`src/rtl/ct_spsram_ctrl_pkg.sv`:
```
// Shared types and constants for the 256x23 single-port SRAM requester-side controller.
package ct_spsram_ctrl_pkg;

  localparam int CT_ADDR_W    = 8;
  localparam int CT_DATA_W    = 23;
  localparam int CT_RSP_DEPTH = 4;

  typedef enum logic {
    ST_INIT = 1'b0,
    ST_RUN  = 1'b1
  } state_e;

  // Round-robin pointer: which side wins the next contested cycle.
  typedef enum logic {
    SIDE_RD = 1'b0,
    SIDE_WR = 1'b1
  } side_e;

  // Idle SRAM drive: chip disabled, read mode, all bit-writes masked.
  localparam logic SRAM_CEN_IDLE  = 1'b1;
  localparam logic SRAM_GWEN_IDLE = 1'b1;

endpackage

```
`src/rtl/ct_spsram_rsp_fifo.sv`:
```
// Synchronous read-response FIFO with occupancy count; head entry is presented combinationally.
module ct_spsram_rsp_fifo #(
  parameter int DATA_WIDTH = 23,
  parameter int DEPTH      = 4,
  parameter int CNT_W      = $clog2(DEPTH + 1)
) (
  input  logic                  clk,
  input  logic                  rst,
  input  logic                  push,
  input  logic [DATA_WIDTH-1:0] push_data,
  input  logic                  pop,
  output logic [DATA_WIDTH-1:0] pop_data,
  output logic [CNT_W-1:0]      count,
  output logic                  full,
  output logic                  empty
);

  localparam int                PW      = (DEPTH > 1) ? $clog2(DEPTH) : 1;
  localparam logic [PW-1:0]     LAST    = PW'(DEPTH - 1);
  localparam logic [CNT_W-1:0]  DEPTH_C = CNT_W'(DEPTH);

  logic [DATA_WIDTH-1:0] mem [DEPTH];
  logic [PW-1:0]         wr_ptr;
  logic [PW-1:0]         rd_ptr;

  // Explicit wrap keeps non-power-of-two depths correct.
  function automatic logic [PW-1:0] ptr_inc(input logic [PW-1:0] p);
    return (p == LAST) ? '0 : p + PW'(1);
  endfunction

  // NOTE: sequential state uses non-blocking assignments so every register samples pre-edge values.
  always_ff @(posedge clk) begin
    if (rst) begin
      wr_ptr <= '0;
      rd_ptr <= '0;
      count  <= '0;
    end else begin
      if (push) wr_ptr <= ptr_inc(wr_ptr);
      if (pop)  rd_ptr <= ptr_inc(rd_ptr);
      case ({push, pop})
        2'b10:   count <= count + CNT_W'(1);
        2'b01:   count <= count - CNT_W'(1);
        default: count <= count;
      endcase
    end
  end

  // NOTE: the storage array is deliberately not reset; entries are only observable once count marks them valid.
  always_ff @(posedge clk) begin
    if (push) mem[wr_ptr] <= push_data;
  end

  assign pop_data = mem[rd_ptr];
  assign full     = (count == DEPTH_C);
  assign empty    = (count == '0);

endmodule

```
`src/rtl/ct_spsram_256x23_ctrl.sv`:
```
// Arbitrates read/write valid-ready ports onto one SRAM port, queues read data, zero-fills after reset.
module ct_spsram_256x23_ctrl
  import ct_spsram_ctrl_pkg::*;
#(
  parameter int ADDR_WIDTH = CT_ADDR_W,
  parameter int DATA_WIDTH = CT_DATA_W,
  parameter int RSP_DEPTH  = CT_RSP_DEPTH,
  parameter bit INIT_EN    = 1'b1
) (
  input  logic                  CLK,
  input  logic                  RST,
  input  logic                  wr_vld,
  output logic                  wr_rdy,
  input  logic [ADDR_WIDTH-1:0] wr_addr,
  input  logic [DATA_WIDTH-1:0] wr_data,
  input  logic [DATA_WIDTH-1:0] wr_mask,
  input  logic                  rd_vld,
  output logic                  rd_rdy,
  input  logic [ADDR_WIDTH-1:0] rd_addr,
  output logic                  rsp_vld,
  input  logic                  rsp_rdy,
  output logic [DATA_WIDTH-1:0] rsp_data,
  output logic                  init_done,
  output logic                  sram_cen,
  output logic                  sram_gwen,
  output logic [DATA_WIDTH-1:0] sram_wen,
  output logic [ADDR_WIDTH-1:0] sram_a,
  output logic [DATA_WIDTH-1:0] sram_d,
  input  logic [DATA_WIDTH-1:0] sram_q
);

  localparam int                    CW       = $clog2(RSP_DEPTH + 1);
  localparam logic [CW:0]           DEPTH_C  = (CW + 1)'(RSP_DEPTH);
  localparam logic [ADDR_WIDTH-1:0] CNT_LAST = '1;

  state_e                state_q, state_d;
  logic [ADDR_WIDTH-1:0] init_cnt_q;
  logic                  inflight_q;
  side_e                 rr_q;

  logic                  run;
  logic [CW-1:0]         fifo_count;
  logic                  fifo_full;
  logic                  fifo_empty;
  logic [CW:0]           occupancy;
  logic                  rd_elig;
  logic                  contested;
  logic                  wr_gnt;
  logic                  rd_gnt;

  always_ff @(posedge CLK) begin
    if (RST) begin
      state_q    <= INIT_EN ? ST_INIT : ST_RUN;
      init_cnt_q <= '0;
      inflight_q <= 1'b0;
      rr_q       <= SIDE_RD;
    end else begin
      state_q    <= state_d;
      if (state_q == ST_INIT) init_cnt_q <= init_cnt_q + ADDR_WIDTH'(1);
      inflight_q <= rd_gnt;
      if (contested) rr_q <= wr_gnt ? SIDE_RD : SIDE_WR;
    end
  end

  // NOTE: every always_comb output gets a default first so no path can infer a latch.
  always_comb begin
    state_d = state_q;
    if (state_q == ST_INIT && init_cnt_q == CNT_LAST) state_d = ST_RUN;
  end

  assign run = (state_q == ST_RUN) && !RST;

  // A read is only granted if its response is guaranteed a FIFO slot; a same-cycle pop is not counted.
  assign occupancy = {1'b0, fifo_count} + {{CW{1'b0}}, inflight_q};
  assign rd_elig   = rd_vld && (occupancy < DEPTH_C);
  assign contested = run && wr_vld && rd_elig;

  always_comb begin
    wr_gnt = 1'b0;
    rd_gnt = 1'b0;
    if (contested) begin
      wr_gnt = (rr_q == SIDE_WR);
      rd_gnt = (rr_q == SIDE_RD);
    end else if (run) begin
      wr_gnt = wr_vld;
      rd_gnt = rd_elig;
    end
  end

  always_comb begin
    sram_cen  = SRAM_CEN_IDLE;
    sram_gwen = SRAM_GWEN_IDLE;
    sram_wen  = '1;
    sram_a    = '0;
    sram_d    = '0;
    if (!RST && state_q == ST_INIT) begin
      sram_cen  = 1'b0;
      sram_gwen = 1'b0;
      sram_wen  = '0;
      sram_a    = init_cnt_q;
    end else if (wr_gnt) begin
      sram_cen  = 1'b0;
      sram_gwen = 1'b0;
      sram_wen  = ~wr_mask;
      sram_a    = wr_addr;
      sram_d    = wr_data;
    end else if (rd_gnt) begin
      sram_cen  = 1'b0;
      sram_a    = rd_addr;
    end
  end

  assign wr_rdy    = wr_gnt;
  assign rd_rdy    = rd_gnt;
  assign init_done = run;
  assign rsp_vld   = !fifo_empty && !RST;

  ct_spsram_rsp_fifo #(
    .DATA_WIDTH(DATA_WIDTH),
    .DEPTH     (RSP_DEPTH),
    .CNT_W     (CW)
  ) u_rsp_fifo (
    .clk      (CLK),
    .rst      (RST),
    .push     (inflight_q && !fifo_full),
    .push_data(sram_q),
    .pop      (rsp_vld && rsp_rdy),
    .pop_data (rsp_data),
    .count    (fifo_count),
    .full     (fifo_full),
    .empty    (fifo_empty)
  );

endmodule

```
`config.mk`:
```
export PLATFORM = sky130hd
export DESIGN_NAME = ct_spsram_256x23_ctrl
export DESIGN_NICKNAME = d
export VERILOG_FILES = /design/src/rtl/ct_spsram_ctrl_pkg.sv /design/src/rtl/ct_spsram_rsp_fifo.sv /design/src/rtl/ct_spsram_256x23_ctrl.sv
export SDC_FILE = /design/constraint.sdc
export NUM_CORES = 1
export LEC_CHECK = 0
export ABC_AREA = 1
export CAP_MARGIN = 20
export CORE_MARGIN = 3
export CORE_UTILIZATION = 55
export DETAILED_ROUTE_END_ITERATION = 6
export DONT_BUFFER_PORTS = 1
export GPL_TIMING_DRIVEN = 0
export PLACE_DENSITY_LB_ADDON = 0.3
export SYNTH_ARGS = -nofsm -noshare
export SYNTH_HDL_FRONTEND = slang
export SYNTH_SLANG_ARGS = --single-unit
```
`constraint.sdc`:
```
create_clock -name CLK -period 2.7 [get_ports CLK]
set_input_delay 0.405 -clock CLK [delete_from_list [all_inputs] [get_ports CLK]]
set_output_delay 0.405 -clock CLK [all_outputs]
set_load 0.05 [all_outputs]
```
======== Word-level counts from Yosys, hierarchy flattened ========
Memories as Yosys holds them, arrays and structs flattened. A register that Yosys moved wholly into a read port is not among the register bits.
Index checks and enable logic that the tools add are counted.
storage, ports and cells
  flip-flop bits (word level) ............. 18
  bits in writable memories ............... 92
  bits of input ports ..................... 90
  output and inout bits ................... 83
  logic and storage cells ................. 61
  memories kept ........................... 1
cells by class
  $add $sub $neg .......................... 6
  order comparisons ....................... 1
  equality and inequality tests ........... 6
  muxes and demuxes ....................... 23
  bitwise operators ....................... 3
  reduce and logical (&&, ||, !) cells .... 14
memory list
  name            words  bits a word  rd ports  clocked after Yosys merged registers in  wr ports  line                      RTL
  u_rsp_fifo.mem  4      23           1         1                                        1         ct_spsram_rsp_fifo.sv:22  logic [DATA_WIDTH-1:0] mem [DEPTH];
operator list
  operator               count
  $mux W23               4
  $mux W8                3
  $not A23 Y23           1
  $mux W1                11
  $logic_and A1 B1 Y1    9
  $add A8 B1 Y8 const B  1
  $eq A8 B8 Y1 const B   1
  $mux W2                4
  $eq A2 B2 Y1 const B   3
  $pmux W3 S2            1
  $add A2 B1 Y2 const B  2
  $add A3 B1 Y4          1
  $lt A4 B3 Y1 const B   1
  $add A3 B1 Y3 const B  1
  $eq A3 B3 Y1 const B   1
  $logic_not A1 Y1       3
  $logic_not A3 Y1       1
  $sub A3 B1 Y3 const B  1
  $eq A2 B1 Y1 const B   1
  $not A1 Y1             2
  $reduce_bool A2 Y1     1

======== Logic depth before layout (Yosys ltp) ========
  word-level depth ........................ 8
  mapped depth ............................ 12
  gate-level depth less buffers ........... 12

======== By module ========
Synthesis repeated with hierarchy kept, for this count alone.
unflattened totals
  cells, all modules ...................... 475
  area total of the unflattened synthesis .. 4,933.5 um^2
by module, submodules not included
  module                 times used  cells each  area an instance (um^2)  sequential area each (um^2)
  ct_spsram_rsp_fifo     1           282         3,892.5                  2,942.8
  ct_spsram_256x23_ctrl  1           193         1,041.0                  220.2

======== Least setup slack after synthesis ========
No wires, ideal clock.
  path kind ............................... input -> output
  start point ............................. in RST
  end point ............................... out sram_wen[0]
  arrival time ............................ 1.884 ns
  required time ........................... 2.295 ns
  path slack .............................. 0.411 ns
  cell stages on the path ................. 4
  buffers on the path ..................... 2
  path through ............................ buf_6 nor2_2 clkbuf_1 o21ai_0
between the ends
  longest elaborated chain between the ends .. 7
  elaborated cells between the ends (all ways) .. 9
  those cells by class .................... 4 x mux; 5 x reduce/logical
RTL lines
  element                           line                                                      RTL
  start: declaration                ct_spsram_256x23_ctrl.sv:11                               input logic RST,
  $logic_not A1 Y1 (*)              ct_spsram_256x23_ctrl.sv:71, ct_spsram_256x23_ctrl.sv:96
  $logic_and A1 B1 Y1               ct_spsram_256x23_ctrl.sv:71                               assign run = (state_q == ST_RUN) && !RST;
  $logic_and A1 B1 Y1 (2 in a row)  ct_spsram_256x23_ctrl.sv:76                               assign contested = run && wr_vld && rd_elig;
  $mux W1                           ct_spsram_256x23_ctrl.sv:81                               if (contested) begin
  $mux W23                          ct_spsram_256x23_ctrl.sv:101                              end else if (wr_gnt) begin
  $mux W23 (*)                      ct_spsram_256x23_ctrl.sv:96                               if (!RST && state_q == ST_INIT) begin
  end: declaration                  ct_spsram_256x23_ctrl.sv:26                               output logic [DATA_WIDTH-1:0] sram_wen,
Mark *: on every way between the ends. The rest lies on a longest branch, timed or not.

======== Worst setup path after layout ========
  start point ............................. reg state_q
  end point ............................... out sram_d[3]
between the ends
  longest elaborated chain between the ends .. 6
  elaborated cells between the ends (all ways) .. 9
  those cells by class .................... 4 x mux; 1 x bitwise; 4 x reduce/logical
RTL lines
  element                           line                          RTL
  start: declaration                ct_spsram_256x23_ctrl.sv:36   state_e state_q, state_d;
  start signal: assignment          ct_spsram_256x23_ctrl.sv:53   state_q <= INIT_EN ? ST_INIT : ST_RUN;
  start signal: assignment          ct_spsram_256x23_ctrl.sv:58   state_q <= state_d;
  $logic_and A1 B1 Y1 (*)           ct_spsram_256x23_ctrl.sv:71
  named net init_done               ct_spsram_256x23_ctrl.sv:23   output logic init_done,
  $logic_and A1 B1 Y1 (2 in a row)  ct_spsram_256x23_ctrl.sv:76
  $mux W1 (*)                       ct_spsram_256x23_ctrl.sv:81
  $mux W23 (*)                      ct_spsram_256x23_ctrl.sv:101
  $mux W23 (*)                      ct_spsram_256x23_ctrl.sv:96
  end: declaration                  ct_spsram_256x23_ctrl.sv:28   output logic [DATA_WIDTH-1:0] sram_d,
Mark *: on every way through the listed nets, which the timed path passes. The rest lies on a longest branch.

==> run metrics <==
RSZ-0062 raised after global routing yes; CP most frequent cell nand2_4; syn avg cell area ~11 sq um; Slew @ Worst Pin around 1.2 ns; share of cells above drive strength 1 between 10% and 20%; DP HPWL approximately 8500 um; vias in the first global route ~3200; fin util around two thirds; H-tree Lvls 3; fmax approximately 370 MHz; outcome finished with violations; largest net degree at the start of global routing 20; switching fraction of total power about a quarter; crit path max fanout 10; CTS root buf clkbuf_8; DRT antenna net count 0; Worst EP required 2.30 ns; Core Region roughly 8400 sq um; Gate power share between 5 and 6%; CP arrival 2.33 ns; IO Pins 173; CTS Hold Bufs 0; commonest non-fill, non-tap cells in the layout edfxtp_1, nor2_1, o21ai_0; Fin Clk Skew 0.0167 ns; max_cap viols 0; maximum VDD drop around 0.28 mV; Overall Global Routing Usage a little under a quarter; crit start category flip-flop; Internal 2.24 mW; initial antenna violation count 0; global-route wire length before repair ~17000 um; synthesized instance count around 460; Die Ht 100 um; row count 33; commonest non-fill, non-tap cell in the layout edfxtp_1; Fin. Hold Viols 0; Final Wtd Congestion approximately 0.91; Syn Nets about 560; Yosys cell types 31; Setup CP Type flip-flop to primary output; Max stage delay on crit path approximately 0.76 ns; worst skew pair latency approximately 0.35 ns; DRT Pass-1 Iters 4; fin crit period roughly 2.7 ns; Final period util 101%; setup slack after layout -0.0307 ns; NetSw about 0.70 mW; effective utilization at floorplan 58.0%; clock share of power about 30%; WL/cell 19.9 um; Num CTS Buffers 9; Seq/Total Area, Yosys between 60% and 70%; grt ovf 0; DRT Wirelength 11700 um; failing checks negative setup slack; DR iter-0 viols ~140; Synth Warn # 0; hold_ws 0.134 ns; max-slew violation count 0; fin nets between 500 and 600; Cell Area, Synth roughly 4900 sq um; clk buf depth 2; # diodes 0; drt drc 0; P per Cell Area between 500 and 600 nW/um^2; P&R area growth vs syn 12.2%; routed vias ~3400; FF+latch count, synth between 100 and 150; Seq pwr share between 60% and 70%; worst rel slew slack a little over a fifth; FF-to-FF setup slack roughly 0.67 ns; # port buffers 0; post-layout total power 2.94 mW; DIE AREA between 10000 and 15000 sq um; CP max stage cell nor2_1; number of clock sinks seen by CTS roughly 110; hold crit path type input pin to flip-flop; P_leak between 2 and 2.5 nW; Crit. End Element primary output; vias per cell 5.81; Die W about 100 um; Clock Pin Slew Worst Setup and Hold Paths between 0.1 and 0.15 ns; Final setup viols 4; CTS tree yes; CP Cell Sequence inv_2 > nor2_8 > nand2_4 > clkinv_4 > nand2_4 > buf_2 > nor2_1
cells in the mapped netlist, drive strengths merged:
master / instances / area (sq um)
nor3b: 1 / 7.51
nand3: 27 / 135
xnor2: 1 / 8.76
nand4: 3 / 33.8
o22ai: 24 / 150
nand2: 38 / 165
nor2: 93 / 375
and3: 1 / 6.26
fa: 1 / 20.0
inv: 46 / 173
a21oi: 6 / 30.0
xor2: 1 / 8.76
a22o: 1 / 8.76
a31oi: 1 / 6.26
or2: 1 / 6.26
nor3: 1 / 5.00
o21ai: 75 / 375
clkbuf: 12 / 45.0
edfxtp: 92 / 2760
dfxtp: 20 / 400
buf: 10 / 68.8
clkinv: 1 / 8.76
ha: 7 / 87.6
metal layers:
layer / track usage, % / routed length (um)
met1: 26.7 / 4260
met2: 38.6 / 6110
met3: 6.12 / 910
met4: 9.74 / 416
met5: 0 / 0
power groups by stage:
stage | clock (mW) | combinational (mW) | sequential (mW)
2_1_floorplan | 0 | 0.148 | 1.91
3_3_place_gp | 0 | 0.163 | 1.91
3_5_place_dp | 0 | 0.167 | 1.91
4_1_cts | 0.907 | 0.168 | 1.87
5_1_grt | 0.980 | 0.179 | 1.87
6_report | 0.894 | 0.171 | 1.87
stage by stage:
stage	instance area (sq um)	std cells	setup TNS (ns)	worst slack [ns]
6_report	5490	589	-0.0860	-0.0307
5_1_grt	5490	589	-0.890	-0.127
4_1_cts	5420	589	-0.0733	-0.0178
3_5_place_dp	5100	573	0	0.244
3_3_place_gp	5020	568	-11.23	-0.148
2_1_floorplan	4890	463	0	0.411
final timing paths:
| kind | start | endpoint | cells past startpoint |
|---|---|---|---|
| max | state_q$_SDFFE_PP0P_ | sram_d[3] | 7 |
| min | sram_q[8] | u_rsp_fifo.mem[0][8]$_DFFE_PP_ | 0 |
| max reg2reg | u_rsp_fifo.count[1]$_SDFFE_PP0P_ | u_rsp_fifo.count[2]$_SDFFE_PP0P_ | 10 |
| min reg2reg | u_rsp_fifo.count[0]$_SDFFE_PP0P_ | u_rsp_fifo.count[0]$_SDFFE_PP0P_ | 1 |
logic make-up (layout without fill, tap and decap cells):
kind of cell,Yosys count,in the layout,share of synthesized area (%)
and+or+nand+nor,165,165,15.0
DFF,112,112,64.7
AOI/OAI and AO/OA,107,107,11.7
buffers and inverters,69,90,6.04
adders and majority gates,8,8,2.20
xor gates and xnor gates,2,2,0.358
cell type report:
type                    count  area, sq um
clock inverters             7         52.6
clock buffers               9          124
inverters                  47          181
repair buffers              5         67.6
well taps                 105          131
fillers                   635         2940
plain buffers              22          114
multi-input cells         282         1650
flip-flops and latches    112         3160
what timing repair did:
action / CTS / global route
pin swaps: 0 / 0
resized for setup: 24 / 18
setup endpoints to repair: 30 / 26
buffers inserted: 0 / 0
flip-flops by register name (all words and copies together) (netlist names), named ones only:
signal             count
inflight_q             1
init_cnt_q             8
rr_q                   1
state_q                1
u_rsp_fifo.count       3
u_rsp_fifo.mem        92
u_rsp_fifo.rd_ptr      2
u_rsp_fifo.wr_ptr      2
critical path: cells and delay by family (launching register included):
family | cells | cell delay, ns
buf+inv | 3 | 0.40
simple gates | 4 | 1.19
flops | 1 | 0.39
Note: power is estimated with default switching activity, not from simulation.
